`config.mk`:
```
export PLATFORM = sky130hd
export DESIGN_NAME = alu_issue_stage
export DESIGN_NICKNAME = d
export VERILOG_FILES = /design/src/rtl/alu_issue_stage.sv
export SDC_FILE = /design/constraint.sdc
export NUM_CORES = 1
export LEC_CHECK = 0
export ABC_AREA = 0
export CORE_AREA = 2 2 217 219
export CTS_CLUSTER_SIZE = 12
export DETAILED_ROUTE_END_ITERATION = 16
export DIE_AREA = 0 0 219 221
export GPL_TIMING_DRIVEN = 0
export PLACE_DENSITY = 0.49
export RECOVER_POWER = 100
export REMOVE_ABC_BUFFERS = 1
export SLEW_MARGIN = 20
export SYNTH_ARGS = -nofsm -noshare
export SYNTH_HDL_FRONTEND = slang
export SYNTH_SLANG_ARGS = --single-unit
```
`constraint.sdc`:
```
create_clock -name CLK -period 2.1 [get_ports CLK]
set_clock_uncertainty 0.2 [all_clocks]
set_input_delay 0.42 -clock CLK [delete_from_list [all_inputs] [get_ports CLK]]
set_output_delay 0.42 -clock CLK [all_outputs]
set_load 0.05 [all_outputs]
```
`src/rtl/alu_issue_stage.sv`:
```
// ID/EX issue stage: captures decoded operands, resolves RAW hazards, holds porta/portb/ALUOp
// on a valid/ready handshake. Define ALU_ISSUE_FWD_EN for forwarding; otherwise hazards stall.
module alu_issue_stage #(
   parameter int DW      = 64,
   parameter int ALUOP_W = 4,
   parameter int RW      = 5
) (
   input  logic               CLK,
   input  logic               RST,
   input  logic               flush,
   input  logic               in_valid,
   output logic               in_ready,
   input  logic [RW-1:0]      in_rs1,
   input  logic [RW-1:0]      in_rs2,
   input  logic [DW-1:0]      in_rdata1,
   input  logic [DW-1:0]      in_rdata2,
   input  logic [DW-1:0]      in_imm,
   input  logic [DW-1:0]      in_pc,
   input  logic               in_asel,
   input  logic               in_bsel,
   input  logic [ALUOP_W-1:0] in_aluop,
   input  logic [RW-1:0]      in_rd,
   input  logic               in_regwen,
   input  logic               ex_wen,
   input  logic [RW-1:0]      ex_rd,
   input  logic [DW-1:0]      ex_data,
   input  logic               wb_wen,
   input  logic [RW-1:0]      wb_rd,
   input  logic [DW-1:0]      wb_data,
   output logic               out_valid,
   input  logic               out_ready,
   output logic [DW-1:0]      porta,
   output logic [DW-1:0]      portb,
   output logic [ALUOP_W-1:0] ALUOp,
   output logic [RW-1:0]      out_rd,
   output logic               out_regwen
);

   logic               valid_q, valid_d;
   logic [DW-1:0]      porta_q, porta_d;
   logic [DW-1:0]      portb_q, portb_d;
   logic [ALUOP_W-1:0] aluop_q, aluop_d;
   logic [RW-1:0]      rd_q, rd_d;
   logic               regwen_q, regwen_d;

   logic [DW-1:0] src1, src2;
   logic          hazard;
   logic          capture;

`ifdef ALU_ISSUE_FWD_EN
   // EX is the younger producer, so it wins over WB; x0 is hardwired and never forwarded.
   function automatic logic [DW-1:0] fwd(
      input logic [RW-1:0] rs,
      input logic [DW-1:0] rdata,
      input logic          e_wen,
      input logic [RW-1:0] e_rd,
      input logic [DW-1:0] e_data,
      input logic          w_wen,
      input logic [RW-1:0] w_rd,
      input logic [DW-1:0] w_data
   );
      if (e_wen && e_rd == rs && rs != '0)      return e_data;
      else if (w_wen && w_rd == rs && rs != '0) return w_data;
      else                                      return rdata;
   endfunction

   always_comb begin
      src1   = fwd(in_rs1, in_rdata1, ex_wen, ex_rd, ex_data, wb_wen, wb_rd, wb_data);
      src2   = fwd(in_rs2, in_rdata2, ex_wen, ex_rd, ex_data, wb_wen, wb_rd, wb_data);
      hazard = 1'b0;
   end
`else
   logic hit1, hit2;
   logic unused_fwd_data;

   always_comb begin
      src1   = in_rdata1;
      src2   = in_rdata2;
      hit1   = in_rs1 != '0 && ((ex_wen && ex_rd == in_rs1) || (wb_wen && wb_rd == in_rs1));
      hit2   = in_rs2 != '0 && ((ex_wen && ex_rd == in_rs2) || (wb_wen && wb_rd == in_rs2));
      hazard = in_valid && ((!in_asel && hit1) || (!in_bsel && hit2));
   end

   assign unused_fwd_data = ^{ex_data, wb_data};
`endif

   always_comb begin
      in_ready = !RST && !flush && (!valid_q || out_ready) && !hazard;
      capture  = in_valid && in_ready;

      valid_d  = valid_q;
      porta_d  = porta_q;
      portb_d  = portb_q;
      aluop_d  = aluop_q;
      rd_d     = rd_q;
      regwen_d = regwen_q;

      if (flush) begin
         valid_d  = 1'b0;
         regwen_d = 1'b0;
      end else if (capture) begin
         valid_d  = 1'b1;
         porta_d  = in_asel ? in_pc  : src1;
         portb_d  = in_bsel ? in_imm : src2;
         aluop_d  = in_aluop;
         rd_d     = in_rd;
         regwen_d = in_regwen;
      end else if (valid_q && out_ready) begin
         valid_d  = 1'b0;
         regwen_d = 1'b0;
      end
   end

   always_ff @(posedge CLK) begin
      if (RST) begin
         valid_q  <= 1'b0;
         porta_q  <= '0;
         portb_q  <= '0;
         aluop_q  <= '0;
         rd_q     <= '0;
         regwen_q <= 1'b0;
      end else begin
         valid_q  <= valid_d;
         porta_q  <= porta_d;
         portb_q  <= portb_d;
         aluop_q  <= aluop_d;
         rd_q     <= rd_d;
         regwen_q <= regwen_d;
      end
   end

   assign out_valid  = valid_q;
   assign porta      = porta_q;
   assign portb      = portb_q;
   assign ALUOp      = aluop_q;
   assign out_rd     = rd_q;
   assign out_regwen = regwen_q;

endmodule

```
Word level (Yosys, flattened, before mapping). Cells that the tools add are included.

$add $sub $neg: 0. Multipliers: 0. Div/mod/pow operators: 0. $lt $le $gt $ge: 0. Equal/unequal tests: 4. Shift operators: 0. Multiplexer cells: 5. Bitwise logic cells: 1. Reductions and logical operators: 29.

Operators by type and width (number): two-way mux 64 bit (2); == test 5 bit (4); logical AND 1 bit (14); nonzero test 5 bit (2); logical NOT 1 bit (6); logical OR 1 bit (4); two-way mux 1 bit (3); AND reduction 2 bit (1); nonzero test 2 bit (1); OR reduction 2 bit (1); NOT 1 bit (1).

Bits in registers: 139. Bits in latches: 0. Memory bits (writable): 0. Memory bits (read-only): 0. Output and inout port bits: 140. Memories kept: 0.

Longest topological paths before layout. Gate-level depths: netlist of the first run.

Word-level depth: 11. Gate-level depth with buffers: 8.

Worst setup path after synthesis of the first run. Ideal clock, no wire load.

Path type: input port to output port. Start point: input port in_rs2[3]. End point: output port in_ready. Arrival time: 1.752 ns. Data required time: 1.480 ns. Setup slack: -0.272 ns. Cell stages on the path: 5. Buffers on the path: 0. Cell sequence: xnor2_1 > nand4_1 > o22ai_1 > a22o_1 > a21oi_1.

Word-level cells in the longest chain between the ends: 9.

Ends and longest elaborated chain: start, declared (line 14) `input logic [RW-1:0] in_rs2,`; == test 5 bit (line 80) `hit2 = in_rs2 != '0 && ((ex_wen && ex_rd == in_rs2) || (wb_wen && wb_rd == in_rs2));`; logical AND 1 bit (line 80); logical OR 1 bit (line 80); logical AND 1 bit * (line 80); logical AND 1 bit * (line 81) `hazard = in_valid && ((!in_asel && hit1) || (!in_bsel && hit2));`; logical OR 1 bit * (line 81); logical AND 1 bit * (line 81); logical NOT 1 bit * (line 88) `in_ready = !RST && !flush && (!valid_q || out_ready) && !hazard;`; logical AND 1 bit * (line 88); end, declared (line 12) `output logic in_ready,`.

Mark *: on every way between the ends. The rest lies on a longest branch, timed or not.

Worst setup path after layout of the first run. Same ends and word-level chain as after synthesis.

==> flow_summary.yaml, run 1 <==
clock_network:
  cts_root_buf: "clkbuf_16"
  clock_latency_ns: 0.46
  clkSinkCount: 139
  htree_num_levels: 4
  cts_inserted_buffers: 17
  tritoncts: "built"
  path_clk_slew_ns: 0.06
  clockBufferDepth: 2
synth:
  yosysSeqAreaShare_pct: 39.9
  yosysMostFrequentCell: "dfxtp_1"
  synthTopCellsByCount: "dfxtp_1, a21oi_1, mux2i_1, a211oi_2, clkbuf_1"
  syn_area_sq_um: 6980
  avgSynthCellArea_sq_um: 10.4
  ys_types: 24
  ys_ff_latch: 139
  async_reset_ff_share_pct: 0
  synth_edf_count: 0
  synth-warning-count: 0
  yosys.area.top_type: "dfxtp_1"
  synth_top_area_share_pct: 39.9
  synthTopCellsByArea: "dfxtp_1, mux2i_1, a211oi_2"
  yosys_most_used_dff: "dfxtp_1"
  synth_cells: 674
layout:
  layout.nets: 1543
  areaGrowthSynthToFinish_pct: 90.1
  insertedDiodeCount: 0
  drive_gt1_share_pct: 21.7
  n_fill_cell: 4936
timing:
  post-route-period-util_pct: 104
  setup_viol: 1
  grt_setup_unrepaired: "yes"
  hold_viol_final: 0
  whs_ns: 0.0796
  max-slew-margin-rel_pct: 60.9
  tightestPinTransition_ns: 0.589
  fin_ws_ns: -0.0762
  clock.fmax_ghz: 0.460
  slew_viol_final: 0
  min_period_ns: 2.18
global_routing:
  grt_util_all_layers_pct: 12.9
  antenna_found_initial: 0
  grt-ovfl-total: 0
  grt_first_pass_wirelength_um: 46400
  grt_pass1_vias: 7289
  grt_max_degree: 60
placed_design:
  dp.final_hpwl_um: 22500
  place_ws_ns: -1.54
  gp_congestion: 0.767
  port-buffer-count: 434
critical_path:
  cp.required_ns: 1.48
  r2r_start: "out_valid"
  start_kind: "input pin"
  worstSetupPathType: "input pin to output pin"
  r2r_cells: 7
  arrival_ns: 1.56
  slowest_delay_ns: 0.27
  worst_setup_path_end_kind: "output pin"
  r2r_slack_ns: 0.14
  path_cells: "buf_8, xnor2_2, nand4_1, o22ai_2, a22o_1, a21oi_2, buf_6"
  rr_endpoint: "porta[8]"
  crit_end: "in_ready"
  crit_fanout: 3
  crit_slowest_cell: "a22o_1"
  crit_start: "in_rs2[3]"
hold_path:
  hp-class: "input pin to flip-flop"
  min_from: "RST"
detailed_routing:
  first_pass_iters: 4
  drc: 0
  drt_iter0_drc: 163
  detail-route-antenna-nets: 0
  num_vias: 7049
  totalWireLength_um: 31200
  avgRoutedWirePerCell_um: 18.0
  via_per_inst: 4.05
power_and_ir_drop:
  power_density_nw_per_um2: 625
  power_leakage_nw: 5.43
  peakVddDrop_uv: 345
die:
  num_io_pins: 563
  die_area_sq_um: 48400
  core-area_sq_um: 46100
  die_x_um: 219
  start_util_pct: 15.2
  dieHeight_um: 221
  rows: 79
flow_run:
  drv_cap: 0
run_status:
  status: "finished with violations"
  violations: "negative setup slack"
[worst min-delay path by stage]
| stage | endpoint | slack, ns | cells past startpoint |
|---|---|---|---|
| CTS | porta[40] | 0.05 | 2 |
| detailed placement | ALUOp[3] | 0.27 | 2 |
| global route | porta[29] | 0.06 | 2 |
| finish | porta[29] | 0.08 | 2 |
| global placement | ALUOp[3] | 0.26 | 2 |
| floorplan | porta[0] | 0.28 | 1 |
[routing by layer]
layer  global-route usage (%)  part of all wire (%)  up-vias
met5                        0                     0        -
met4                     3.51                   1.1        0
met3                     4.93                   7.9       22
met2                     22.1                    49      263
met1                     14.9                    41     3312
li1                         -                     -     3452
[critical path, delay by kind of cell]
kind | cells | cell delay [ns]
and+or+nand+nor | 1 | 0.14
buffers and inverters | 2 | 0.29
xor gates and xnor gates | 1 | 0.13
AOI/OAI and AO/OA | 3 | 0.57
[power by group]
part | switching (mW) | leakage [nW] | internal [mW]
registers | 0.0706 | 1.14 | 2.78
logic | 1.30 | 4.01 | 1.10
clock network | 1.24 | 0.281 | 1.80
total | 2.61 | 5.43 | 5.68
[repair_timing]
item	4_1_cts	5_1_grt
hold buffers	0	0
buffers inserted	17	4
endpoints found under the setup margin	278	73
pin swaps	30	15
resized for setup	311	31
cloned	5	0
[layout by cell type (no fill, tap or decap), types with 2 or more instances in the layout]
cell / Yosys / layout
dlygate4sd2_1: 0 / 137
buf_6: 1 / 37
a211oi_2: 90 / 100
xnor2_1: 20 / 9
nor3_2: 0 / 2
buf_4: 19 / 25
clkdlybuf4s50_1: 0 / 268
dfxtp_1: 139 / 139
a21oi_1: 131 / 129
nand4_1: 4 / 4
o21ai_0: 9 / 8
clkbuf_16: 0 / 17
nor2_1: 3 / 2
xnor2_2: 0 / 11
clkdlybuf4s15_1: 0 / 3
buf_8: 0 / 11
clkbuf_1: 42 / 2
a211oi_1: 38 / 28
buf_16: 0 / 5
o22ai_2: 0 / 2
nand3_1: 12 / 12
a21oi_2: 0 / 2
nand2_1: 4 / 4
clkbuf_8: 0 / 6
nor3_4: 0 / 2
bufbuf_16: 0 / 4
buf_2: 12 / 3
clkinvlp_4: 0 / 2
mux2i_1: 128 / 128
nand2b_1: 10 / 9
clkinv_2: 0 / 3
buf_12: 0 / 6
[sequential cells by signal, summed over array words and instances (netlist names)]
| register | flops |
|---|---|
| porta | 64 |
| out_rd | 5 |
| out_valid | 1 |
| out_regwen | 1 |
| ALUOp | 4 |
| portb | 64 |
[stage by stage]
stage | cell area, sq um | power, mW | TNS, ns | std cells | utilization (%)
2_1_floorplan | 6610 | 4.02 | -1402.71 | 600 | -
3_3_place_gp | 11700 | 5.32 | -3764.88 | 1641 | 25.4
3_5_place_dp | 12200 | 5.27 | -147.19 | 1688 | 26.6
4_1_cts | 13100 | 8.46 | -0.0414 | 1738 | 28.5
5_1_grt | 13300 | 8.72 | -0.241 | 1739 | 28.8
6_report | 13300 | 8.29 | -0.0762 | 1739 | 28.8
[cells by family (layout without fill, tap and decap cells)]
logic type                count (synthesis)  count (layout)  synth area share (%)
xor gates and xnor gates                 20              20                  2.51
muxes                                   128             128                  18.4
and+or+nand+nor                          39              39                  3.03
AOI/OAI and AO/OA                       273             273                  30.9
buffers and inverters                    75             533                  5.38
DFF                                     139             139                  39.9
[area by class of cell]
cell class | instances | area, sq um | area share [%]
clock buffer | 25 | 515 | 3.88
clock inverter | 6 | 60.1 | 0.453
inverter | 1 | 3.75 | 0.0283
multi-input combinational | 460 | 4050 | 30.5
sequential | 139 | 2780 | 21.0
tap | 607 | 759 | 5.72
timing repair buffer | 501 | 5100 | 38.4
Power figures use the tool's default switching activity.
==> run 2, diff against run 1 <==
- ABC_CLOCK_PERIOD_IN_PS: unset -> 2100
==> results of run 2 <==
The final DEF is identical to that of run 1; final timing and power are the same.
